===== src/rtl/external_input.sv =====
// external_input: board DIP-switch word capture with ENTER-button debounce.
// The operator sets the switches and presses ENTER. The debounced press latches
// the synchronised switch word into a holding register. The CPU then reads that
// word, or a status word {overrun, word_valid, button_down}, through a one-cycle
// read strobe.
//
// state       | meaning
// ------------+---------------------------------------------------------------
// ST_UP       | button released and stable
// ST_CHK_DOWN | button seen pressed, waiting for it to stay pressed
// ST_DOWN     | button pressed and stable (capture already done)
// ST_CHK_UP   | button seen released, waiting for it to stay released
module external_input #(
   parameter int DEBOUNCE_CYCLES = 50000,
   parameter int CNT_W           = 16
) (
   input  logic        clock,
   input  logic        reset,
   input  logic [15:0] dip_sw,
   input  logic        btn_enter,
   input  logic        read_req,
   input  logic        read_sel,
   output logic [15:0] output_data,
   output logic        word_valid,
   output logic        overrun
);

   typedef enum logic [1:0] {
      ST_UP       = 2'd0,
      ST_CHK_DOWN = 2'd1,
      ST_DOWN     = 2'd2,
      ST_CHK_UP   = 2'd3
   } state_t;

   // Terminal count: the counter value reached on the last stable sample of
   // a check window. The window starts with the sample that left UP or DOWN,
   // so a level must be seen for DEBOUNCE_CYCLES consecutive clocks.
   localparam logic [CNT_W-1:0] CNT_LAST = CNT_W'(DEBOUNCE_CYCLES - 1);

   logic        btn_meta;
   logic        btn_s;
   logic [15:0] dip_meta;
   logic [15:0] dip_s;

   state_t           state;
   state_t           state_nxt;
   logic [CNT_W-1:0] cnt;
   logic [CNT_W-1:0] cnt_nxt;
   logic [CNT_W-1:0] cnt_inc;
   logic             capture;
   logic             btn_down;

   logic [15:0] hold_reg;
   logic        data_rd;
   logic        stat_rd;

   assign cnt_inc  = cnt + CNT_W'(1);
   assign btn_down = (state == ST_DOWN);
   assign data_rd  = read_req & ~read_sel;
   assign stat_rd  = read_req &  read_sel;

   // Two-flop synchronisers for the raw board inputs.
   always_ff @(posedge clock) begin
      if (reset) begin
         btn_meta <= 1'b0;
         btn_s    <= 1'b0;
         dip_meta <= '0;
         dip_s    <= '0;
      end else begin
         btn_meta <= btn_enter;
         btn_s    <= btn_meta;
         dip_meta <= dip_sw;
         dip_s    <= dip_meta;
      end
   end

   // Debounce state and stability counter registers.
   always_ff @(posedge clock) begin
      if (reset) begin
         state <= ST_UP;
         cnt   <= '0;
      end else begin
         state <= state_nxt;
         cnt   <= cnt_nxt;
      end
   end

   // Debounce next-state logic. The capture strobe fires only on CHK_DOWN->DOWN,
   // so a held button produces exactly one capture.
   always_comb begin
      state_nxt = state;
      cnt_nxt   = cnt;
      capture   = 1'b0;
      case (state)
         ST_UP: begin
            if (btn_s) begin
               state_nxt = ST_CHK_DOWN;
               cnt_nxt   = '0;
            end
         end
         ST_CHK_DOWN: begin
            if (!btn_s) begin
               state_nxt = ST_UP;
            end else begin
               cnt_nxt = cnt_inc;
               if (cnt_inc == CNT_LAST) begin
                  state_nxt = ST_DOWN;
                  capture   = 1'b1;
               end
            end
         end
         ST_DOWN: begin
            if (!btn_s) begin
               state_nxt = ST_CHK_UP;
               cnt_nxt   = '0;
            end
         end
         ST_CHK_UP: begin
            if (btn_s) begin
               state_nxt = ST_DOWN;
            end else begin
               cnt_nxt = cnt_inc;
               if (cnt_inc == CNT_LAST) begin
                  state_nxt = ST_UP;
               end
            end
         end
         default: begin
            state_nxt = ST_UP;
            cnt_nxt   = '0;
         end
      endcase
   end

   // Holding register, flags and CPU read port. The status word reflects the
   // flags before this edge. A capture beats a read-side clear of the same
   // flag. A data read that coincides with a capture consumes the old word,
   // so that capture is not an overrun.
   always_ff @(posedge clock) begin
      if (reset) begin
         hold_reg    <= '0;
         word_valid  <= 1'b0;
         overrun     <= 1'b0;
         output_data <= '0;
      end else begin
         if (read_req) begin
            output_data <= read_sel ? {13'd0, overrun, word_valid, btn_down}
                                    : hold_reg;
         end
         if (capture) begin
            hold_reg <= dip_s;
         end
         if (capture) begin
            word_valid <= 1'b1;
         end else if (data_rd) begin
            word_valid <= 1'b0;
         end
         if (capture && word_valid && !data_rd) begin
            overrun <= 1'b1;
         end else if (stat_rd) begin
            overrun <= 1'b0;
         end
      end
   end

endmodule


===== config.mk =====
export PLATFORM = sky130hd
export DESIGN_NAME = external_input
export DESIGN_NICKNAME = d
export VERILOG_FILES = /design/src/rtl/external_input.sv
export SDC_FILE = /design/constraint.sdc
export NUM_CORES = 1
export LEC_CHECK = 0
export BUFFER_PORTS_ARGS = -buffer_cell sky130_fd_sc_hd__buf_2
export CAP_MARGIN = 20
export CORE_MARGIN = 2
export CORE_UTILIZATION = 52
export DETAILED_ROUTE_END_ITERATION = 8
export GPL_ROUTABILITY_DRIVEN = 0
export PLACE_DENSITY = 0.75
export SETUP_SLACK_MARGIN = 0.3
export SLEW_MARGIN = 25
export SYNTH_ARGS = -nofsm -noshare
export SYNTH_HDL_FRONTEND = slang
export SYNTH_SLANG_ARGS = --single-unit

===== constraint.sdc =====
create_clock -name clock -period 2.25 [get_ports clock]
set_clock_uncertainty 0.05 [all_clocks]
set_input_delay 0.1125 -clock clock [delete_from_list [all_inputs] [get_ports clock]]
set_output_delay 0.1125 -clock clock [all_outputs]
set_load 0.02 [all_outputs]

==> reports/metrics.csv <==
metric;value;unit
status;finished clean;
vias post-DR;3304;
Yosys cell types;51;
Post-DRT Antenna Nets;0;
synthesized instance count;412;
unrepaired setup endpoints after global routing;true;
Worst Hold Slack;0.0304;ns
buffers added on ports;38;
die height;86.4;µm
Final Max Tran Viols;0;
Max-Cap Viols;0;
initial core utilization;52.9;%
Worst Max-Slew Pin Slew;0.536;ns
WS Path Type;register to register;
Routed wire per std cell;15.3;µm
first-pass GRT wire length;13.2;mm
CTS Root Cell;clkbuf_8;
ratio of cells with drive above 1 in the final layout;32.8;%
Post-synth top flop;dfxtp_1;
TritonCTS clock tree;built;
Num Clock Sinks;86;
Post-synth ARST share;0;%
vias in the first global route;2858;
clk_lat worst skew;0.36;ns
Hold Fails Final Rpt;0;
EDFF count, synth;0;
Synth warnings;0;
area delta synth->final;34.7;%
VDD IR-drop max;0.398;mV
DP Wirelength;4.76;mm
Row Count;30;
Period minus WS final;2.19;ns
Final nets;518;
Seq/Total Area, Yosys;48.7;%
Synth Register Bits;86;
GRT Overall Usage;22.5;%
most common cell after layout, fill and taps aside;dfxtp_1;
vias per std cell;5.70;
initial antenna violation count;0;
maximum fanout along the worst path;6;
final setup violation count;0;
PD cells;574;nW/µm²
DIE WIDTH;86.4;µm
critical path required time;2.44;ns
Tcrit/Tclk final;97.4;%
initial DRC count;353;
# IOs;39;
most frequent cells in the layout;dfxtp_1 (77), nor2_1 (48), nand2_1 (45), a21oi_1 (39), buf_2 (38);
DRC errors left;0;
Core ar.;6680;µm²
Post-Layout Cell Count;580;
Post-Syn Nets;435;
Num CTS Buffers;9;
Routed WL;8.90;mm
Fmax;0.457;GHz
drt pass-1 iters;5;
leakage power;1.86;nW
total gr overflow;0;
Max-slew headroom;64.2;%
dpl cells;521;
classification of the worst-slack hold path;input port to register;
syn avg cell area;8.57;µm²
die area;7470;µm²
largest net degree at the start of global routing;52;
type of origin of the critical path;register;
# diodes;0;
clk buf depth;2;
clock slew at reported path FFs;0.10;ns
Arr. time, crit path;2.38;ns
CTS H-tree lvls;3;
Worst Setup End Kind;register;
cell area after synthesis;3530;µm²
-- repair_timing --
item	in CTS	in global routing
buffers inserted	13	8
resized for setup	34	40
endpoints found under the hold margin	17	0
hold buffers	17	0
endpoints found under the setup margin	20	20
gates cloned	4	1
pin swaps	5	21
-- synthesized netlist by cell type, types with 4 or more instances --
cell	number	area share [%]
nand4_1	7	1.2
nand2_1	46	4.9
dfxtp_1	86	49
clkbuf_1	19	2.0
nor2_1	48	5.1
nor4_1	4	0.71
nor2b_1	34	6.0
o21ai_1	10	1.4
o21ai_0	10	1.4
nor3_1	10	1.4
inv_1	6	0.64
a21oi_1	43	6.1
nand2b_1	4	0.71
nand3_1	25	3.5
buf_6	5	1.6
-- cell families after synthesis --
logic type / after synthesis / synth area share, %
buffers and inverters: 37 / 5.63
flip-flops: 86 / 48.7
XOR/XNOR: 4 / 0.992
AO/OA/AOI/OAI: 85 / 15.1
adder cells (fa/ha/maj): 2 / 0.708
multiplexers: 4 / 1.28
AND/OR/NAND/NOR: 194 / 27.6
-- routing by layer --
| layer | share of wire, % | vias to the layer above | wire [µm] | GRT usage, % |
|---|---|---|---|---|
| met3 | 7.1 | 38 | 632 | 4.95 |
| li1 | - | 1575 | - | - |
| met1 | 43 | 1517 | 3830 | 30.3 |
| met5 | 0 | - | 0 | 0 |
| met4 | 4.3 | 0 | 381 | 10.1 |
| met2 | 46 | 174 | 4060 | 34.6 |
-- area by class of cell --
| type | instances | area, µm² |
|---|---|---|
| clock buffer | 9 | 124 |
| clock inverter | 7 | 73.8 |
| fill | 457 | 1920 |
| inverter | 6 | 22.5 |
| multi-input combinational | 292 | 1910 |
| sequential | 86 | 1750 |
| tap | 80 | 100 |
| timing repair buffer | 100 | 773 |
-- through the flow --
| stage | worst slack (ns) | util (%) | instance area (µm²) | TNS [ns] | power, mW |
|---|---|---|---|---|---|
| detailed placement | 0.00890 | 58.5 | 3910 | 0 | 1.70 |
| global route | -0.0127 | 71.2 | 4760 | -0.0228 | 2.84 |
| global placement | 0.0588 | 58.5 | 3910 | 0 | 1.70 |
| floorplan | 0.125 | - | 3610 | 0 | 1.66 |
| CTS | 0.182 | 68.0 | 4550 | 0 | 2.76 |
| finish | 0.0594 | 71.2 | 4760 | 0 | 2.73 |
-- path summary, 6_finish.rpt --
kind / startpoint / endpoint / slack [ns] / depth (start not counted)
hold reg to reg: dip_meta[7]$_SDFF_PP0_ / dip_s[7]$_SDFF_PP0_ / 0.38 / 1
setup / recovery: cnt[1]$_SDFFE_PP0P_ / hold_reg[12]$_SDFFE_PP0P_ / 0.06 / 8
setup reg to reg: cnt[1]$_SDFFE_PP0P_ / hold_reg[12]$_SDFFE_PP0P_ / 0.06 / 8
hold / removal: reset / dip_meta[12]$_SDFF_PP0_ / 0.03 / 2
-- power breakdown --
part	internal [mW]	switching (mW)	leakage [nW]
Sequential	1.54	0.0108	0.707
Clock	0.437	0.614	0.101
Combinational	0.0600	0.0674	1.05
Total	2.04	0.692	1.86
-- critical path, cell delays in order, from the launching register on --
cell	delay, ns
dfxtp_4	0.38
ha_4	0.17
nand2b_4	0.13
o21bai_4	0.17
a2111oi_4	0.38
buf_4	0.24
nand3b_2	0.22
o21ai_2	0.23
a21oi_1	0.10
(Power assumes the default switching activity.)
